--- src/rtl/mem2p_rd_stream_if.sv ---
// Valid/ready word stream carrying a last-word tag.
// Master drives valid/data/last; slave drives ready.
interface mem2p_rd_stream_if #(
    parameter int WIDTH = 24
);
    logic             valid;
    logic             ready;
    logic [WIDTH-1:0] data;
    logic             last;

    modport master (output valid, output data, output last, input ready);
    modport slave  (input valid, input data, input last, output ready);
endinterface

--- src/rtl/mem2p_rd_stream.sv ---
// Streams a wrap-around address range out of a simple dual-port memory's read port
// through a 2-entry skid buffer onto a valid/ready stream.
module mem2p_rd_stream #(
    parameter  int DEPTH = 2048,
    parameter  int WIDTH = 24,
    localparam int A     = (DEPTH > 2) ? $clog2(DEPTH) : 1
) (
    input  logic               clk,
    input  logic               rst,
    input  logic               start,
    input  logic [A-1:0]       base_addr,
    input  logic [A:0]         len,
    output logic               busy,
    output logic               done,
    output logic [A-1:0]       mem_addrr,
    output logic               mem_mer,
    input  logic [WIDTH-1:0]   mem_dout,
    mem2p_rd_stream_if.master  m
);
    localparam logic [A-1:0] LAST_ADDR = A'(DEPTH - 1);
    localparam logic [A:0]   DEPTH_LEN = (A+1)'(DEPTH);
    localparam logic [A:0]   ONE_LEN   = (A+1)'(1);

    typedef enum logic [1:0] {IDLE, RUN, FLUSH} state_t;
    state_t state_q, state_d;

    logic [A-1:0]            addr_q;
    logic [A-1:0]            hold_q;
    logic [A:0]              remain_q;
    logic                    vld_p1;
    logic                    last_p1;
    logic [1:0][WIDTH-1:0]   buf_data;
    logic [1:0]              buf_last;
    logic                    rd_ptr;
    logic                    wr_ptr;
    logic [1:0]              count_q;
    logic                    done_q;

    logic                    pop;
    logic                    rd_en;
    logic                    go;
    logic [2:0]              occ;
    logic [A:0]              len_clamped;

    // Occupancy the buffer will have once the in-flight read lands; a new read
    // is only safe while that leaves room for one more word.
    assign pop         = (count_q != 2'd0) && m.ready;
    assign occ         = 3'(count_q) + 3'(vld_p1) - 3'(pop);
    assign rd_en       = (state_q == RUN) && (remain_q != '0) && (occ <= 3'd1);
    assign go          = (state_q == IDLE) && start;
    assign len_clamped = (len > DEPTH_LEN) ? DEPTH_LEN : len;

    assign mem_mer   = rd_en;
    assign mem_addrr = rd_en ? addr_q : hold_q;
    assign busy      = (state_q != IDLE);
    assign done      = done_q;
    assign m.valid   = (count_q != 2'd0);
    assign m.data    = buf_data[rd_ptr];
    assign m.last    = buf_last[rd_ptr];

    always_comb begin
        state_d = state_q;
        case (state_q)
            IDLE:    if (start && (len != '0)) state_d = RUN;
            RUN:     if (rd_en && (remain_q == ONE_LEN)) state_d = FLUSH;
            FLUSH:   if (pop && m.last) state_d = IDLE;
            default: state_d = IDLE;
        endcase
    end

    always_ff @(posedge clk) begin
        if (rst) begin
            state_q  <= IDLE;
            addr_q   <= '0;
            hold_q   <= '0;
            remain_q <= '0;
            vld_p1   <= 1'b0;
            last_p1  <= 1'b0;
            buf_data <= '0;
            buf_last <= '0;
            rd_ptr   <= 1'b0;
            wr_ptr   <= 1'b0;
            count_q  <= 2'd0;
            done_q   <= 1'b0;
        end else begin
            state_q <= state_d;
            if (go && (len != '0)) begin
                addr_q   <= base_addr;
                remain_q <= len_clamped;
            end else if (rd_en) begin
                addr_q   <= (addr_q == LAST_ADDR) ? '0 : addr_q + A'(1);
                remain_q <= remain_q - ONE_LEN;
                hold_q   <= addr_q;
            end
            // p1: memory returns the word read in the previous cycle
            vld_p1  <= rd_en;
            last_p1 <= rd_en && (remain_q == ONE_LEN);
            if (vld_p1) begin
                buf_data[wr_ptr] <= mem_dout;
                buf_last[wr_ptr] <= last_p1;
                wr_ptr           <= ~wr_ptr;
            end
            if (pop) rd_ptr <= ~rd_ptr;
            count_q <= count_q + 2'(vld_p1) - 2'(pop);
            done_q  <= (go && (len == '0)) || ((state_q == FLUSH) && pop && m.last);
        end
    end
endmodule

--- src/flat_wrapper.sv ---
// flat-port wrapper written by rule: the top's interface ports become plain ports
module mem2p_rd_stream_flat 
#(
    parameter  int DEPTH = 2048,
    parameter  int WIDTH = 24,
    localparam int A     = (DEPTH > 2) ? $clog2(DEPTH) : 1
)
  (clk, rst, start, base_addr, len, busy, done, mem_addrr, mem_mer, mem_dout, m_valid, m_data, m_last, m_ready);
  mem2p_rd_stream_if #(.WIDTH(WIDTH)) m_i ();
  input  logic clk;
  input  logic rst;
  input  logic start;
  input  logic [A-1:0] base_addr;
  input  logic [A:0] len;
  output logic busy;
  output logic done;
  output logic [A-1:0] mem_addrr;
  output logic mem_mer;
  input  logic [WIDTH-1:0] mem_dout;
  output wire logic [$bits(m_i.valid)-1:0] m_valid;
  output wire logic [$bits(m_i.data)-1:0] m_data;
  output wire logic [$bits(m_i.last)-1:0] m_last;
  input wire logic [$bits(m_i.ready)-1:0] m_ready;
  assign m_valid = m_i.valid;
  assign m_data = m_i.data;
  assign m_last = m_i.last;
  assign m_i.ready = m_ready;
  mem2p_rd_stream #(.DEPTH(DEPTH), .WIDTH(WIDTH)) u_core (.clk(clk), .rst(rst), .start(start), .base_addr(base_addr), .len(len), .busy(busy), .done(done), .mem_addrr(mem_addrr), .mem_mer(mem_mer), .mem_dout(mem_dout), .m(m_i));
endmodule
--- config.mk ---
export PLATFORM = sky130hd
export DESIGN_NAME = mem2p_rd_stream_flat
export DESIGN_NICKNAME = d
export VERILOG_FILES = /design/src/rtl/mem2p_rd_stream_if.sv /design/src/rtl/mem2p_rd_stream.sv /design/src/flat_wrapper.sv
export SDC_FILE = /design/constraint.sdc
export NUM_CORES = 1
export LEC_CHECK = 0
export CAP_MARGIN = 20
export CORE_UTILIZATION = 30
export DETAILED_ROUTE_END_ITERATION = 7
export PLACE_DENSITY_LB_ADDON = 0.08
export SLEW_MARGIN = 15
export SYNTH_ARGS = -nofsm -noshare
export SYNTH_HDL_FRONTEND = slang
export SYNTH_SLANG_ARGS = --single-unit
--- constraint.sdc ---
create_clock -name clk -period 7.6 [get_ports clk]
set_input_delay 1.52 -clock clk [delete_from_list [all_inputs] [get_ports clk]]
set_output_delay 1.52 -clock clk [all_outputs]
set_load 0.005 [all_outputs]
==> results.txt, run 1 <==
----------------------------------------------------
[Global route]
  Via count of the first global-routing pass ... 3711
  First-pass GRT wire length ... 18680 um
  GR Util All Layers ... 16.57%
  Number of antenna violations at the first check in global routing ... 0
  Largest net degree at the start of global routing ... 71
  Grt total ovfl ... 0

[Min path]
  Worst hold path endpoint ... u_core.buf_data[46]$_SDFFE_PP0P_
  Worst hold start ... u_core.buf_data[46]$_SDFFE_PP0P_
  HP Class ... reg -> reg
  Number of instances on the worst hold path ... 2

[Final layout]
  Number of antenna cells inserted ... 0
  Filler Cells Inserted ... 1381
  Number of nets at the end of the flow ... 639
  Most frequent cells in the layout ... 112 x nand2_1, 93 x dfxtp_1, 89 x clkdlybuf4s50_1
  Fraction of layout cells with a size suffix above 1 ... 11.56%
  Layout Area Growth over Synthesis ... 31.37%
  Final cell count without fillers ... 768
  Most frequent standard cell in the layout excluding fill and tap cells ... nand2_1

[Placed design]
  Count of placed standard cells including taps ... 752
  Routability cong. ... 0.8236
  Detailed placer's ending HPWL ... 7684 um
  Number of port buffers ... 90

[Outcome]
  Status ... completed

[Die]
  Die ar. ... 14750 sq um
  Initial Utilization ... 30.83%
  Placeable core area ... 13880 sq um
  Die extent in x ... 121.4 um
  I/O pin cnt ... 91
  Die height ... 121.4 um
  Placement Rows ... 43

[Worst setup path]
  Critical register-to-register path startpoint ... u_core.count_q[1]$_SDFF_PP0_
  Peak per-stage delay on the critical path ... 0.56 ns
  Kind of cell adding the most delay to the critical path ... simple AND/OR/NAND/NOR gates
  Most common cell on crit path ... nand2_1
  Critical Setup Path Class ... in -> out
  Worst-path maximum fanout ... 23
  Register-to-register setup slack ... 3.63 ns
  CP bufs+invs ... 2
  Startpoint Class ... input port
  Arr. time, crit path ... 5.19 ns
  R2R cell count ... 12
  Endpoint required time on the critical path ... 6.08 ns
  List of cells traversed by the critical path ... clkdlybuf4s50_1, nand2_1, or2_2, nand2_1, ha_1, fa_1, nor3b_1, and2_1, nand2_1, o21ai_0, clkdlybuf4s50_1
  Cell type of the slowest stage on the worst timing path ... nand2_1
  Sort of element at the end of the critical path ... primary output
  End of the worst register-to-register path ... u_core.addr_q[7]$_SDFFE_PP0P_

[Power and ir drop]
  VDD IR-drop max ... 0.1183 mV
  Leakage power summed over all cells ... 1.979 nW
  Ratio of total power to cell area ... 264.0 nW/um^2

[Synth]
  EDFF count, synth ... 0
  Area of the mapped netlist ... 4279 sq um
  Syn Nets ... 565
  Sequential cell area fraction in the yosys report ... 43.51%
  Fraction of post-synthesis cell area in the top cell type by area ... 43.51%
  Dominant cell type by area after synthesis ... dfxtp_1
  Average cell area after synthesis ... 8.407 sq um
  Biggest area contributors in the synthesized netlist ... dfxtp_1 44%, nand2_1 9.8%, mux2_2 9.2%, a21oi_1 7.5%, o21ai_0 2.3%
  Number of distinct standard cells referenced by the synthesized netlist ... 55
  Instance count of the mapped netlist ... 509
  Seq cells post-synth ... 93
  Dominant register cell in the synthesized netlist ... dfxtp_1
  Fraction of synthesis flops using an asynchronous set or reset pin ... 0%
  Count of warnings emitted by yosys ... 0

[Drt]
  Post-DRT Antenna Nets ... 0
  Router iterations before antenna repair ... 4
  Remaining DRCs ... 0
  Initial DRC count ... 232
  Wirelength, routed ... 11580 um
  Routed wire per std cell ... 15.08 um
  Via total after detailed routing ... 3801
  Via density ... 4.949

[Clocking]
  TritonCTS Sinks ... 93
  Post-CTS Setup Repair Bufs ... 0
  Number of cells upsized or downsized after cts ... 0
  Clock transition time at the flip-flop clock pins of the worst setup and hold paths ... 0.06 ns
  Hold-fix buffers at CTS ... 0
  TritonCTS clock tree ... done
  Number of CTS-inserted buffers ... 9
  Number of H-tree levels ... 3
  Root buffer cell ... clkbuf_16
  Skew-Pair Late Insertion Delay ... 0.34 ns
  Number of buffers between clock root and the deepest sink ... 2

[Timing]
  Normalized max-slew margin ... 24.95%
  Min cycle time layout ... 6.710 ns
  Number of endpoints with negative hold slack in the final report ... 0
  Final period utilization ... 88.29%
  Slew of the pin with the lowest slew margin ... 1.126 ns
  Finish-stage setup viols ... 0
  Peak clock frequency supported by timing ... 0.1490 GHz
  Unrepaired setup endpoints after global routing ... no
  Clock Skews ... 0.007847 ns
  Setup TNS after final layout ... 0 ns
  Max-slew violations ... 0

[Run]
  Reported max-cap violation count ... 0

----------------------------------------------------
## cells in the mapped netlist (2+ instances only)
cell type / n
clkbuf_1: 26
or3_1: 6
a31oi_1: 9
a21oi_1: 64
or4_1: 3
a2111oi_2: 3
nand4_1: 5
nand2_1: 112
nor4_1: 8
nor2_1: 14
or2_2: 2
nand3_1: 11
xnor2_1: 2
nor2b_1: 6
nor3b_1: 2
a211oi_1: 4
o32ai_1: 2
and4_1: 3
buf_4: 3
o21ai_1: 2
nand2b_1: 3
nor3_1: 6
xor2_1: 4
inv_1: 9
nand3b_1: 2
dfxtp_1: 93
mux2_2: 35
and2_1: 14
ha_1: 4
a311oi_1: 2
o21ai_0: 20
and3_1: 7
## per-layer routing
metal / wire (um) / global-route usage, % / vias to the layer above
li1: - / - / 1932
met1: 5441 / 20.78 / 1767
met2: 5404 / 27.17 / 88
met3: 543 / 3.853 / 14
met4: 188 / 6.713 / 0
met5: 0 / 0 / -
## report_power, final
group          switching, mW  total (mW)  leakage (nW)  internal, mW
sequential            0.0400       0.577         0.756         0.537
clock                  0.186       0.477         0.159         0.292
combinational          0.226       0.430          1.06         0.204
## flip-flops by register name (all words and copies together), names as in the netlist, 2 cells and up
signal	cells
u_core.addr_q	11
u_core.buf_data	48
u_core.buf_last	2
u_core.count_q	2
u_core.hold_q	11
u_core.remain_q	12
u_core.state_q	2
## worst max path at each step
stage | startpoint | end | slack, ns | depth (start not counted)
2_1_floorplan | m_ready | mem_addrr[0] | 2.55 | 10
3_3_place_gp | m_ready | mem_mer | 0.89 | 11
3_5_place_dp | m_ready | mem_addrr[10] | 0.86 | 11
4_1_cts | m_ready | mem_addrr[10] | 0.83 | 11
5_1_grt | m_ready | mem_addrr[10] | 0.52 | 11
6_report | m_ready | mem_addrr[10] | 0.89 | 11
## layout make-up
type / instances / area, sq um / area share, %
multi-input combinational: 373 / 2237 / 39.80
clock inverter: 2 / 38.79 / 0.6900
tap: 180 / 225.2 / 4.006
inverter: 11 / 41.29 / 0.7345
sequential: 93 / 1862 / 33.12
clock buffer: 14 / 284.0 / 5.052
timing repair buffer: 95 / 933.4 / 16.60
## cell families after synthesis
family / share of synthesized area (%)
compound gates: 16.37
xor+xnor: 1.228
fa+ha+maj: 1.637
buf+inv: 4.268
flops: 43.51
mux: 9.445
simple gates: 23.54
## stage by stage
| stage | util [%] | area [sq um] | worst slack [ns] | total power [mW] | hold slack (ns) |
|---|---|---|---|---|---|
| after global placement | 38.17 | 5299 | 0.8852 | 1.018 | 0.4384 |
| after detailed placement | 38.17 | 5299 | 0.8575 | 1.020 | 0.4439 |
| after floorplan | - | 4279 | 2.548 | 0.8517 | 0.4321 |
| after global routing | 40.50 | 5622 | 0.5159 | 1.580 | 0.4728 |
| after CTS | 40.50 | 5622 | 0.8310 | 1.509 | 0.4529 |
| final | 40.50 | 5622 | 0.8896 | 1.484 | 0.4522 |
## worst reg2reg max path: cells and delay by family (launching register included)
family	cells	cell delay (ns)
and+or+nand+nor	8	2.36
adders and majority gates	2	0.62
buffers and inverters	1	0.41
DFF	1	0.34
AOI/OAI and AO/OA	1	0.17
Note: power is estimated with default switching activity, not from simulation.
==> inputs of run 2 (changes only) <==
- CORE_UTILIZATION: 30 -> 55
- SLEW_MARGIN: 15 -> not set
==> results.txt, run 2 (same netlist as run 1, synthesis figures left out) <==
----------------------------------------------------
[Outcome]
  Status ... completed (unchanged)

[Final layout]
  Final Cell Area ... 5368 sq um (was 5622 sq um)
  Most flop-heavy register ... u_core.buf_data (unchanged)
  Number of nets at the end of the flow ... 638 (was 639)
  Fraction of layout cells with a size suffix above 1 ... 11.41% (was 11.56%)
  Final cell count without fillers ... 686 (was 768)
  Layout Area Growth over Synthesis ... 25.44% (was 31.37%)
  Filler Cells Inserted ... 578 (was 1381)
  Number of antenna cells inserted ... 0 (unchanged)
  Most frequent cells in the layout ... 112 x nand2_1, 93 x dfxtp_1, 89 x clkdlybuf4s50_1 (unchanged)
  Largest registers ... u_core.buf_data: 48 flops, u_core.remain_q: 12 flops (unchanged)
  Most frequent standard cell in the layout excluding fill and tap cells ... nand2_1 (unchanged)
  Flip-flop count of the largest register, all copies and words added ... 48 (unchanged)

[Clocking]
  Number of buffers between clock root and the deepest sink ... 2 (unchanged)
  Root buffer cell ... clkbuf_8 (was clkbuf_16)
  Number of H-tree levels ... 3 (unchanged)
  Clock transition time at the flip-flop clock pins of the worst setup and hold paths ... 0.08 ns (was 0.06 ns)
  Number of cells upsized or downsized after cts ... 0 (unchanged)
  TritonCTS clock tree ... done (unchanged)
  Number of CTS-inserted buffers ... 9 (unchanged)
  Skew-Pair Late Insertion Delay ... 0.37 ns (was 0.34 ns)
  Hold-fix buffers at CTS ... 0 (unchanged)
  TritonCTS Sinks ... 93 (unchanged)
  Post-CTS Setup Repair Bufs ... 0 (unchanged)

[Drt]
  Wirelength, routed ... 10410 um (was 11580 um)
  Remaining DRCs ... 0 (unchanged)
  Initial DRC count ... 186 (was 232)
  Via total after detailed routing ... 3974 (was 3801)
  Router iterations before antenna repair ... 7 (was 4)
  Routed wire per std cell ... 15.17 um (was 15.08 um)
  Post-DRT Antenna Nets ... 0 (unchanged)
  Via density ... 5.793 (was 4.949)

[Min path]
  Worst hold path endpoint ... u_core.buf_data[4]$_SDFFE_PP0P_ (was u_core.buf_data[46]$_SDFFE_PP0P_)
  Worst hold start ... u_core.buf_data[4]$_SDFFE_PP0P_ (was u_core.buf_data[46]$_SDFFE_PP0P_)
  Number of instances on the worst hold path ... 2 (unchanged)
  HP Class ... reg -> reg (unchanged)

[Run]
  Reported max-cap violation count ... 0 (unchanged)

[Placed design]
  Routability cong. ... 0.8728 (was 0.8236)
  Worst-case setup slack after placement ... 1.349 ns (was 0.8575 ns)
  Number of port buffers ... 90 (unchanged)
  Count of placed standard cells including taps ... 669 (was 752)
  Placed standard-cell area ... 5182 sq um (was 5299 sq um)
  Detailed placer's ending HPWL ... 6989 um (was 7684 um)

[Timing]
  Max-slew violations ... 0 (unchanged)
  Finish-stage setup viols ... 0 (unchanged)
  Number of endpoints with negative hold slack in the final report ... 0 (unchanged)
  Peak clock frequency supported by timing ... 0.1587 GHz (was 0.1490 GHz)
  Unrepaired setup endpoints after global routing ... no (unchanged)
  Clock Skews ... 0.009773 ns (was 0.007847 ns)
  Smallest setup slack after layout ... 1.299 ns (was 0.8896 ns)
  Slew of the pin with the lowest slew margin ... 1.088 ns (was 1.126 ns)
  Setup TNS after final layout ... 0 ns (unchanged)
  Worst hold slack ... 0.4562 ns (was 0.4522 ns)
  Normalized max-slew margin ... 26.82% (was 24.95%)
  Final period utilization ... 82.91% (was 88.29%)
  Min cycle time layout ... 6.301 ns (was 6.710 ns)

[Power and ir drop]
  Net Sw Frac ... 33.92% (was 30.45%)
  Internal Pwr Total ... 861.0 uW (was 1.032 mW)
  Ratio of total power to cell area ... 242.7 nW/um^2 (was 264.0 nW/um^2)
  Flop pwr share ... 44.5% (was 38.8%)
  Leakage power summed over all cells ... 1.900 nW (was 1.979 nW)
  VDD IR-drop max ... 0.1165 mV (was 0.1183 mV)
  Proportion of power drawn by the clock network ... 23.2% (was 32.2%)
  Total net switching power ... 441.9 uW (was 452.0 uW)
  Logic gate share of total power ... 32.3% (was 29.0%)

[Worst setup path]
  Worst-path maximum fanout ... 33 (was 23)
  End of the worst register-to-register path ... u_core.addr_q[7]$_SDFFE_PP0P_ (unchanged)
  Cell type of the slowest stage on the worst timing path ... clkdlybuf4s50_1 (was nand2_1)
  Most common cell on crit path ... nand2_1 (unchanged)
  Peak per-stage delay on the critical path ... 0.54 ns (was 0.56 ns)
  List of cells traversed by the critical path ... clkdlybuf4s50_1, nand2_1, or2_2, nand2_1, ha_1, fa_1, nor3b_1, and2_1, nand2_1, buf_4, o21ai_0, clkdlybuf4s50_1 (was clkdlybuf4s50_1, nand2_1, or2_2, nand2_1, ha_1, fa_1, nor3b_1, and2_1, nand2_1, o21ai_0, clkdlybuf4s50_1)
  Register-to-register setup slack ... 4.14 ns (was 3.63 ns)
  Sort of element at the end of the critical path ... primary output (unchanged)
  Endpoint required time on the critical path ... 6.08 ns (about the same)
  R2R cell count ... 12 (unchanged)
  First element of the critical path ... m_ready (unchanged)
  Arr. time, crit path ... 4.78 ns (was 5.19 ns)
  Startpoint Class ... input port (unchanged)
  Critical register-to-register path startpoint ... u_core.count_q[1]$_SDFF_PP0_ (unchanged)
  Critical Setup Path Class ... in -> out (unchanged)

[Global route]
  First-pass GRT wire length ... 17220 um (was 18680 um)
  Grt total ovfl ... 0 (unchanged)
  Number of antenna violations at the first check in global routing ... 0 (unchanged)
  GR Util All Layers ... 25.90% (was 16.57%)
  Via count of the first global-routing pass ... 3767 (was 3711)
  Largest net degree at the start of global routing ... 71 (unchanged)

[Die]
  I/O pin cnt ... 91 (unchanged)
  Die ar. ... 8137 sq um (was 14750 sq um)
  Placement Rows ... 31 (was 43)
  Initial Utilization ... 58.06% (was 30.83%)
  Placeable core area ... 7370 sq um (was 13880 sq um)
  Die height ... 90.21 um (was 121.4 um)
  Die extent in x ... 90.21 um (was 121.4 um)

----------------------------------------------------
## run 2: changes by cell type in the layout (fill, tap and decap cells not counted)
cell / previous run / this run
buf_4: 5 / 3
buf_6: 0 / 1
clkbuf_16: 9 / 0
inv_6: 0 / 3
clkinv_2: 0 / 1
clkbuf_8: 4 / 9
clkinvlp_4: 0 / 2
clkinv_4: 1 / 0
bufinv_16: 1 / 0
## run 2: worst max-delay path: cells and delay by family
family                   cells  cell delay, ns
AO/OA/AOI/OAI                1            0.25
adder cells (fa/ha/maj)      2            0.59
buffers and inverters        3            1.28
AND/OR/NAND/NOR              6            1.13
## run 2: cell type report
class                           instances  area, sq um  share of cell area, %
Timing Repair Buffer                   94        929.6                  17.32
Tap cell                               99        123.9                  2.308
Multi-Input combinational cell        373         2237                  41.68
Clock buffer                           10        127.6                  2.378
Sequential cell                        93         1862                  34.69
Inverter                               11        41.29                 0.7692
Clock inverter                          6        46.29                 0.8625
## run 2: layer usage
layer,GRT usage (%),share of wire [%]
met1,31.52,41
met2,46.44,52
met3,3.299,5.5
met4,9.677,1.7
met5,0,0
## run 2: power by group through the flow
stage          registers [mW]  clock network [mW]  logic, mW
2_1_floorplan           0.573                   0      0.278
3_3_place_gp            0.587                   0      0.406
3_5_place_dp            0.589                   0      0.416
4_1_cts                 0.579               0.306      0.418
5_1_grt                 0.586               0.329      0.458
6_report                0.579               0.303      0.421
## run 2: how the worst max path moves through the flow
stage | end | slack, ns | cells after the start
3_3_place_gp | mem_addrr[10] | 1.45 | 12
4_1_cts | mem_addrr[10] | 1.32 | 12
3_5_place_dp | mem_addrr[8] | 1.35 | 12
5_1_grt | mem_addrr[10] | 1.10 | 12
6_report | mem_addrr[10] | 1.30 | 12
2_1_floorplan | mem_addrr[0] | 2.55 | 10
## run 2: metrics by stage
| step | total power [mW] | utilization, % |
|---|---|---|
| after floorplan | 0.8517 | - |
| after global placement | 0.9931 | 70.32 |
| after detailed placement | 1.005 | 70.32 |
| after CTS | 1.303 | 72.68 |
| after global routing | 1.374 | 72.84 |
| final | 1.303 | 72.84 |
